--- src/rtl/ins_mem_loader.sv ---
// Streams 32-bit instruction words into a byte-wide instruction memory, LSB first at BaseAddr + 4*k.
// Optional INS_MEM_LOADER_CHECKSUM_EN adds a running word checksum compared against ExpectSum.
module ins_mem_loader #(
  parameter int MEM_BYTES = 10000,
  parameter int CNT_W     = 16
) (
  input  logic             i_clk,
  input  logic             i_reset,
  input  logic             i_start,
  input  logic [31:0]      i_base_addr,
  input  logic [CNT_W-1:0] i_word_count,
  input  logic [31:0]      i_in_data,
  input  logic             i_in_valid,
  output logic             o_in_ready,
  output logic             o_mem_we,
  output logic [31:0]      o_mem_addr,
  output logic [7:0]       o_mem_data,
  output logic             o_busy,
  output logic             o_done,
  output logic             o_addr_err,
`ifdef INS_MEM_LOADER_CHECKSUM_EN
  input  logic [31:0]      i_expect_sum,
  output logic [31:0]      o_checksum,
  output logic             o_sum_err,
`endif
  output logic [CNT_W-1:0] o_words_loaded
);

  typedef enum logic [1:0] {S_IDLE, S_WAIT_WORD, S_WRITE, S_FINISH} state_t;

  localparam logic [32:0] LAST_BYTE = 33'(MEM_BYTES - 1);

  state_t           r_state, w_next;
  logic [31:0]      r_ptr;
  logic [31:0]      r_word;
  logic [1:0]       r_idx;
  logic [CNT_W-1:0] r_count;
  logic             w_ovf, w_start, w_accept, w_abort, w_word_done;

  // 33-bit compare so a pointer near 0xFFFFFFFF cannot wrap past the check
  assign w_ovf = ({1'b0, r_ptr} + 33'd3) > LAST_BYTE;

  always_ff @(posedge i_clk) begin
    if (i_reset) r_state <= S_IDLE;
    else         r_state <= w_next;
  end

  always_comb begin
    w_next      = r_state;
    o_in_ready  = 1'b0;
    w_start     = 1'b0;
    w_accept    = 1'b0;
    w_abort     = 1'b0;
    w_word_done = 1'b0;
    case (r_state)
      S_IDLE: begin
        if (i_start) begin
          w_start = 1'b1;
          w_next  = (i_word_count != '0) ? S_WAIT_WORD : S_FINISH;
        end
      end
      S_WAIT_WORD: begin
        if (w_ovf) begin
          w_abort = 1'b1;
          w_next  = S_FINISH;
        end else begin
          o_in_ready = 1'b1;
          if (i_in_valid) begin
            w_accept = 1'b1;
            w_next   = S_WRITE;
          end
        end
      end
      S_WRITE: begin
        // r_idx wraps to 0 while the fourth byte is on the bus
        if (r_idx == 2'd0) begin
          w_word_done = 1'b1;
          w_next = (({1'b0, o_words_loaded} + (CNT_W+1)'(1)) < {1'b0, r_count})
                   ? S_WAIT_WORD : S_FINISH;
        end
      end
      S_FINISH: w_next = S_IDLE;
      default:  w_next = S_IDLE;
    endcase
  end

`ifdef INS_MEM_LOADER_CHECKSUM_EN
  logic [31:0] r_expect;

  always_ff @(posedge i_clk) begin
    if (i_reset) begin
      o_checksum <= '0;
      o_sum_err  <= 1'b0;
      r_expect   <= '0;
    end else begin
      if (w_start) begin
        o_checksum <= '0;
        o_sum_err  <= 1'b0;
        r_expect   <= i_expect_sum;
      end
      if (w_accept) o_checksum <= o_checksum + i_in_data;
      if (r_state == S_FINISH && !o_addr_err && o_checksum != r_expect)
        o_sum_err <= 1'b1;
    end
  end
`endif

  always_ff @(posedge i_clk) begin
    if (i_reset) begin
      r_ptr          <= '0;
      r_word         <= '0;
      r_idx          <= '0;
      r_count        <= '0;
      o_mem_we       <= 1'b0;
      o_mem_addr     <= '0;
      o_mem_data     <= '0;
      o_busy         <= 1'b0;
      o_done         <= 1'b0;
      o_addr_err     <= 1'b0;
      o_words_loaded <= '0;
    end else begin
      o_done <= 1'b0;
      if (w_start) begin
        r_ptr          <= i_base_addr;
        r_count        <= i_word_count;
        o_addr_err     <= 1'b0;
        o_words_loaded <= '0;
        o_busy         <= 1'b1;
      end
      if (w_abort) o_addr_err <= 1'b1;
      if (w_accept) begin
        r_word     <= i_in_data;
        r_idx      <= 2'd1;
        o_mem_we   <= 1'b1;
        o_mem_addr <= r_ptr;
        o_mem_data <= i_in_data[7:0];
      end
      if (r_state == S_WRITE) begin
        if (w_word_done) begin
          o_mem_we       <= 1'b0;
          o_words_loaded <= o_words_loaded + 1'b1;
          r_ptr          <= r_ptr + 32'd4;
        end else begin
          o_mem_addr <= r_ptr + {30'd0, r_idx};
          o_mem_data <= r_word[{r_idx, 3'b000} +: 8];
          r_idx      <= r_idx + 2'd1;
        end
      end
      if (r_state == S_FINISH) begin
        o_busy <= 1'b0;
        o_done <= 1'b1;
      end
    end
  end

endmodule
--- config.mk ---
export PLATFORM = sky130hd
export DESIGN_NAME = ins_mem_loader
export DESIGN_NICKNAME = d
export VERILOG_FILES = /design/src/rtl/ins_mem_loader.sv
export SDC_FILE = /design/constraint.sdc
export NUM_CORES = 1
export LEC_CHECK = 0
export ABC_AREA = 1
export ABC_CLOCK_PERIOD_IN_PS = 6000
export CORE_MARGIN = 3
export CORE_UTILIZATION = 58
export DETAILED_ROUTE_END_ITERATION = 10
export PLACE_DENSITY = 0.84
export SYNTH_ARGS = -nofsm -noshare
export SYNTH_HDL_FRONTEND = slang
export SYNTH_SLANG_ARGS = --single-unit
--- constraint.sdc ---
create_clock -name i_clk -period 6 [get_ports i_clk]
set_input_delay 0.9 -clock i_clk [delete_from_list [all_inputs] [get_ports i_clk]]
set_output_delay 0.9 -clock i_clk [all_outputs]
set_load 0.02 [all_outputs]
### After elaboration in Yosys (flattened, before gate mapping)

Cells that the tools add are included.

* $add $sub $neg: 6
* $mul: 0
* divide/modulo/power cells: 0
* magnitude comparators: 2
* equal/unequal tests: 6
* shift operators: 1
* mux-type cells: 39
* bitwise gates (word level): 0
* reduce and logical (&&, ||, !) cells: 6

Operators with widths (number)
* 32-bit 2-to-1 mux: 6
* 16-bit 2-to-1 mux: 3
* 32-bit by 2-bit adder with 33-bit output, second input constant: 1
* 33-bit by 14-bit greater-than comparator with 1-bit output, second input constant: 1
* 32-bit by 2-bit adder with 32-bit output: 1
* 32-bit by 3-bit adder with 32-bit output, second input constant: 1
* 32-bit by 6-bit variable part select with 8-bit output: 1
* 8-bit 2-to-1 mux: 3
* 2-bit 2-to-1 mux: 9
* 16-bit by 1-bit adder with 17-bit output, second input constant: 1
* 17-bit by 16-bit less-than comparator with 1-bit output: 1
* 1-bit 2-to-1 mux: 17
* 16-bit by 1-bit adder with 16-bit output, second input constant: 1
* 16-bit nonzero test: 1
* 2-bit case mux with 4 select lines: 1
* 2-bit equality test, second input constant: 2
* 2-bit zero test: 2
* 2-bit != test, second input constant: 2
* 3-bit != test, second input constant: 1
* 3-bit AND reduction: 1
* 2-bit by 1-bit adder with 2-bit output, second input constant: 1
* 2-bit by 1-bit equality test with 1-bit output, second input constant: 1
* 2-bit nonzero test: 1
* 2-bit OR reduction: 1

* flip-flop bits (word level): 144
* bits in latches: 0
* memory bits (writable): 0
* memory bits (read-only): 0
* memories kept: 0

### Depth between registers and ports, before layout

Gate-level depths: netlist of the first run.

* word-level depth: 7
* depth in mapped cells: 24

### Worst setup path after synthesis of the first run

OpenSTA, ideal clock, no wires.

* path type: reg-to-output
* start: register r_ptr[0]
* end: output port o_in_ready
* data arrival time: 2.162 ns
* data required time: 5.100 ns
* setup slack: 2.938 ns
* stages on the path, launching flop included: 16
* buffers on the path: 0
* cells stage by stage: dfxtp_1 > inv_1 > ha_1 > inv_1 > nand2_1 > nor2_1 > inv_1 > o21ai_1 > nand2_1 > nor2_1 > nand3_1 > nor2_1 > nand2_1 > nor2_1 > nand2_1 > a21oi_1

* word-level cells in the longest chain between the ends: 4

RTL lines
* start: declaration: line 34 `logic [31:0] r_ptr;`
* start signal: assignment: line 124 `r_ptr <= i_base_addr;`
* start signal: assignment: line 142 `r_ptr <= r_ptr + 32'd4;`
* 32-bit by 2-bit adder with 33-bit output: line 41 `assign w_ovf = ({1'b0, r_ptr} + 33'd3) > LAST_BYTE;`
* 33-bit by 14-bit greater-than comparator with 1-bit output: line 41
* 1-bit 2-to-1 mux: line 63 `if (w_ovf) begin`
* 1-bit 2-to-1 mux: line 55 `case (r_state)`
* end: declaration: line 14 `output logic o_in_ready,`

No other way between the ends.

### Worst setup path after layout of the first run

Ends and elaborated chain as after synthesis.

==> results of run 1 <==
tightest hold or removal path: cells and delay by family (launching register included):
family / cells / cell delay (ns)
AO/OA/AOI/OAI: 1 / 0.06
buffers and inverters: 1 / 0.06
flip-flops: 1 / 0.30
worst max-delay path by stage:
stage / end / cells after the start
finish: o_in_ready / 16
global route: o_in_ready / 16
CTS: o_in_ready / 12
detailed placement: r_word[17]$_SDFFE_PP0P_ / 15
global placement: o_mem_addr[13]$_SDFF_PP0_ / 21
floorplan: o_in_ready / 15
power by group:
group | switching, mW | total (mW) | internal, mW
clock network | 0.472 | 1.07 | 0.598
logic | 0.344 | 0.544 | 0.200
registers | 0.0886 | 1.11 | 1.02
registers in the layout, summed over array words and instances (netlist names), 2 cells and up:
name            cells
o_mem_addr         32
r_ptr              32
r_word             32
o_words_loaded     16
r_count            16
o_mem_data          8
r_idx               2
r_state             2
layout make-up:
cell class	instances	share of cell area (%)
Multi-Input combinational cell	941	44.77
Sequential cell	144	26.93
Timing Repair Buffer	155	14.19
Inverter	186	6.523
Clock buffer	18	4.103
Tap cell	180	2.104
Clock inverter	14	1.368
cell usage in the layout (no fill, tap or decap), types with 9 or more instances in the layout:
| cell type | instances |
|---|---|
| buf_4 | 11 |
| a21oi_1 | 145 |
| ha_1 | 22 |
| o21ai_0 | 142 |
| xor2_1 | 30 |
| clkdlybuf4s50_1 | 143 |
| nand2_1 | 268 |
| nor3_1 | 13 |
| clkbuf_16 | 17 |
| nor2_2 | 9 |
| nor2_1 | 111 |
| inv_1 | 177 |
| nand4_1 | 22 |
| nand3_1 | 99 |
| dfxtp_1 | 144 |
| a31oi_1 | 14 |
logic make-up (layout without fill, tap and decap cells):
family | Yosys count | in the layout | synth area share, %
simple gates | 544 | 544 | 27.47
fa+ha+maj | 23 | 23 | 3.415
flops | 144 | 144 | 33.34
buf+inv | 246 | 373 | 11.23
xor+xnor | 31 | 31 | 3.140
compound gates | 343 | 343 | 21.40
per-layer routing:
metal,vias to the layer above,global-route usage (%)
li1,4621,-
met1,4365,45.13
met2,587,60.17
met3,110,8.042
met4,0,16.17
met5,-,0
==> results.json, run 1 <==
{
  "status": "complete, no violations",
  "place_hpwl_mm": 21.55,
  "gp_congestion": 1.046,
  "hold_viol_final": 0,
  "power.total_mw": 2.724,
  "crit_required_ns": 5.10,
  "core_area_um2": 14200,
  "yosysMostFrequentCell": "nand2_1",
  "num_rows": 43,
  "min_to": "r_word[8]$_SDFFE_PP0P_",
  "path_delay_family": "simple AND/OR/NAND/NOR gates",
  "root_buffer": "clkbuf_16",
  "whs_ns": 0.4580,
  "drive_gt1_share_pct": 4.870,
  "first_pass_iters": 6,
  "grt_antenna_before_repair": 0,
  "first_iter_violations": 1101,
  "synth_top_area_cell": "dfxtp_1",
  "drt-total-wl_mm": 29.90,
  "seq_area_um2": 2883,
  "min_period_ns": 4.453,
  "route.vias.total": 9683,
  "path_max_fanout": 5,
  "grt_util_all_layers_pct": 36.29,
  "synth_seq_cells": 144,
  "crit_chain": "inv_1, ha_1, inv_1, nand2_1, nor2_1, inv_1, o21ai_1, nand2_1, nor2_1, nand3_1, nor2_1, nand2_1, nor2_1, nand2_1, a21oi_1, clkdlybuf4s50_1",
  "yosys.area.top_type_share_pct": 33.34,
  "die_w_um": 128.1,
  "synth_area_um2": 8646,
  "ctsHtreeMaxLevel": 4,
  "fin_crit_sh_pct": 74.22,
  "synth-seq-area-share_pct": 33.34,
  "leakage_nw": 4.317,
  "worst_r2r_endpoint": "o_mem_addr[13]$_SDFF_PP0_",
  "vdd_drop_max_uv": 242.5,
  "drcViolationCount": 0,
  "met2_length_mm": 14.19,
  "fill_cells": 1122,
  "dpl_cell_area_um2": 10120,
  "cts_setup_buffers": 0,
  "synthArstFlopShare_pct": 0,
  "fin_skew_ns": 0.009957,
  "first_global_vias": 9080,
  "end_kind": "output pin",
  "grt_pass1_wl_mm": 47.39,
  "overflow": 0,
  "fin_ws_ns": 1.547,
  "cts_buffer_depth": 2,
  "maxUsedRoutingLayer": "met4",
  "finalInstanceArea_um2": 10700,
  "regToRegStartpoint": "r_ptr[0]$_SDFFE_PP0P_",
  "cts_tree": "yes",
  "cts_resized": 0,
  "synth_common_cells": "268 x nand2_1, 178 x inv_1, 145 x a21oi_1, 144 x dfxtp_1, 142 x o21ai_0",
  "post-place-cells": 1606,
  "ff2ff_path_depth": 21,
  "diodes": 0,
  "max_freq_ghz": 0.2246,
  "rsz0062_at_grt": "false",
  "syn-instance-count": 1331,
  "cp-start-kind": "flip-flop",
  "critPathMaxStageDelay_ns": 0.66,
  "maxSlewHeadroom_pct": 31.58,
  "cp.arrival_ns": 3.55,
  "nNetsFinal": 1552,
  "holdPathStages": 2,
  "final_core_utilization_pct": 75.35,
  "wire_per_inst_um": 18.25,
  "setup_viol": 0,
  "synth.net_count": 1438,
  "hold_buffers": 0,
  "postSynthAreaPerCell_um2": 6.496,
  "crit_buf_inv": 4,
  "clkTransAtPathRegs_ns": 0.07,
  "final_cells": 1638,
  "powerDensity_nw_per_um2": 254.5,
  "worst_pin_slew_ns": 1.025,
  "place_ws_ns": 2.019,
  "cp_slowest_cell": "clkdlybuf4s50_1",
  "ys_warn_count": 0,
  "cts_made_buffers": 17,
  "synth.distinct_cells": 47,
  "synth_edf_count": 0,
  "cts_sinks": 144,
  "clkLatencyLatePin_ns": 0.44,
  "hold_path.class": "reg -> reg",
  "multi_input_area_um2": 4792,
  "critical_path_class": "reg -> out",
  "grt_max_degree": 58,
  "finalSetupTns_ns": 0,
  "critPathLaunch": "r_ptr[0]$_SDFFE_PP0P_",
  "min-delay-start": "r_word[8]$_SDFFE_PP0P_",
  "port_buffers": 144,
  "wl_met1_mm": 11.38,
  "syn2layout_area_growth_pct": 23.79,
  "antenna_left": 0,
  "synth_flop_cell": "dfxtp_1",
  "die_area_um2": 16410,
  "io_pins": 145,
  "dieHeight_um": 128.1,
  "maxCapViolations": 0,
  "dr_wl_met3_mm": 2.980,
  "reg2reg_slack_ns": 1.92,
  "vias_per_cell": 5.911,
  "final-max-slew-violation-count": 0,
  "start_util_pct": 60.87,
  "synthTopCellsByArea": "dfxtp_1 33%, nand2_1 12%, a21oi_1 8.4%"
}
Power figures use the tool's default switching activity.
==> inputs of run 2 (changes only) <==
--- a/config.mk
+++ b/config.mk
@@ -6,11 +6,11 @@
 export NUM_CORES = 1
 export LEC_CHECK = 0
 export ABC_AREA = 1
-export ABC_CLOCK_PERIOD_IN_PS = 6000
+export ABC_CLOCK_PERIOD_IN_PS = 4100
 export CORE_MARGIN = 3
-export CORE_UTILIZATION = 58
+export CORE_UTILIZATION = 54
 export DETAILED_ROUTE_END_ITERATION = 10
-export PLACE_DENSITY = 0.84
+export PLACE_DENSITY = 0.79
 export SYNTH_ARGS = -nofsm -noshare
 export SYNTH_HDL_FRONTEND = slang
 export SYNTH_SLANG_ARGS = --single-unit
==> constraint.sdc (replaced) <==
create_clock -name i_clk -period 4.1 [get_ports i_clk]
set_input_delay 0.615 -clock i_clk [delete_from_list [all_inputs] [get_ports i_clk]]
set_output_delay 0.615 -clock i_clk [all_outputs]
set_load 0.02 [all_outputs]
==> results.json, run 2 (synthesis results as in run 1) <==
{
  "worst_pin_slew_ns": 0.8802,
  "hold_viol_final": 0,
  "grt_antenna_before_repair": 1,
  "power.total_mw": 4.086,
  "rsz0062_at_grt": "false",
  "final_core_utilization_pct": 70.42,
  "layout_common_cells": "268 x nand2_1, 177 x inv_1, 144 x a21oi_1",
  "gp_congestion": 1.011,
  "start_util_pct": 56.04,
  "syn2layout_area_growth_pct": 25.66,
  "cts_made_buffers": 17,
  "maxCapViolations": 0,
  "vias_per_cell": 5.748,
  "num_rows": 45,
  "end_kind": "output pin",
  "maxSlewHeadroom_pct": 41.23,
  "die_area_um2": 17570,
  "setup_viol": 0,
  "fin_skew_ns": 0.009911,
  "drcViolationCount": 0,
  "port_buffers": 144,
  "multi_input_area_um2": 4796,
  "critPathLaunch": "r_ptr[4]$_SDFF_PP0_",
  "hold_buffers": 0,
  "drive_gt1_share_pct": 5.718,
  "core_area_um2": 15430,
  "cts_sinks": 144,
  "fin_crit_sh_pct": 92.27,
  "io_pins": 145,
  "overflow": 0,
  "clkLatencyLatePin_ns": 0.44,
  "drt-total-wl_mm": 30.69,
  "max_freq_ghz": 0.2643,
  "grt_max_degree": 57,
  "whs_ns": 0.4593,
  "layout_commonest_cell": "nand2_1",
  "dieHeight_um": 132.5,
  "cts_buffer_depth": 2,
  "min_period_ns": 3.783,
  "status": "complete, no violations",
  "grt_pass1_wl_mm": 48.91,
  "hold_path.class": "reg -> reg",
  "vdd_drop_max_uv": 302.4,
  "reg_top3": "o_mem_addr (32), r_ptr (32), r_word (32)",
  "leakage_nw": 4.387,
  "powerDensity_nw_per_um2": 376.1,
  "worst_r2r_endpoint": "r_word[8]$_SDFFE_PP0P_",
  "place_ws_ns": 0.4604,
  "fin_ws_ns": 0.3171,
  "first_pass_iters": 6,
  "holdPathStages": 2,
  "final_cells": 1680,
  "place_hpwl_mm": 22.40,
  "final-max-slew-violation-count": 0,
  "root_buffer": "clkbuf_16",
  "dpl_cell_area_um2": 10250,
  "cts_tree": "yes",
  "diodes": 0,
  "ff2ff_path_depth": 14,
  "grt_util_all_layers_pct": 34.69,
  "reg2reg_slack_ns": 0.58,
  "wire_per_inst_um": 18.27,
  "finalInstanceArea_um2": 10860,
  "regToRegStartpoint": "r_ptr[4]$_SDFF_PP0_",
  "first_iter_violations": 916,
  "nNetsFinal": 1563,
  "path_max_fanout": 8,
  "crit_end": "o_in_ready",
  "post-place-cells": 1648,
  "min-delay-start": "r_word[18]$_SDFFE_PP0P_",
  "first_global_vias": 9261,
  "fill_cells": 1390,
  "die_w_um": 132.5,
  "crit_required_ns": 3.48,
  "cp-start-kind": "flip-flop",
  "cp.arrival_ns": 3.17,
  "clkTransAtPathRegs_ns": 0.07,
  "seq_area_um2": 2884,
  "critical_path_class": "reg -> out",
  "ctsHtreeMaxLevel": 4,
  "antenna_left": 0,
  "finalSetupTns_ns": 0,
  "route.vias.total": 9657
}
-- run 2: cell type report --
cell class | count | area share, %
Clock buffer | 17 | 3.916
Clock inverter | 15 | 1.693
Inverter | 186 | 6.426
Multi-Input combinational cell | 941 | 44.14
Sequential cell | 144 | 26.55
Tap cell | 211 | 2.430
Timing Repair Buffer | 166 | 14.85
-- run 2: critical path: stages, from the launching register on --
cell           delay [ns]
dfxtp_1              0.51
nand2_1              0.19
nor2_4               0.22
nand2_2              0.15
nor2_4               0.22
nand2_1              0.12
o21ai_1              0.19
nand4_1              0.15
nor2_2               0.18
nand2_1              0.16
a21oi_2              0.25
dlygate4sd2_1        0.37
-- run 2: per-layer routing --
layer	GRT usage [%]	part of all wire [%]	routed length, µm	vias to the layer above
met5	0	0.042	13	-
met4	16.69	4.8	1480	2
met3	7.224	7.8	2400	93
met2	57.52	47	14480	464
met1	43.06	40	12310	4436
li1	-	-	-	4662
-- run 2: power breakdown --
part	internal [mW]	leakage (nW)	switching, mW
registers	1.49	1.17	0.127
logic	0.299	2.92	0.524
clock network	0.926	0.299	0.715
-- run 2: how the worst min path moves through the flow --
stage,end
2_1_floorplan,r_word[11]$_SDFFE_PP0P_
3_3_place_gp,r_word[18]$_SDFFE_PP0P_
3_5_place_dp,r_word[22]$_SDFFE_PP0P_
4_1_cts,r_word[18]$_SDFFE_PP0P_
5_1_grt,r_word[13]$_SDFFE_PP0P_
6_report,r_word[18]$_SDFFE_PP0P_
-- run 2: timing repair --
item                       4_1_cts  5_1_grt
pin swaps                        0        0
resized for setup                1        2
setup endpoints to repair        1        1
setup buffers                    0        0
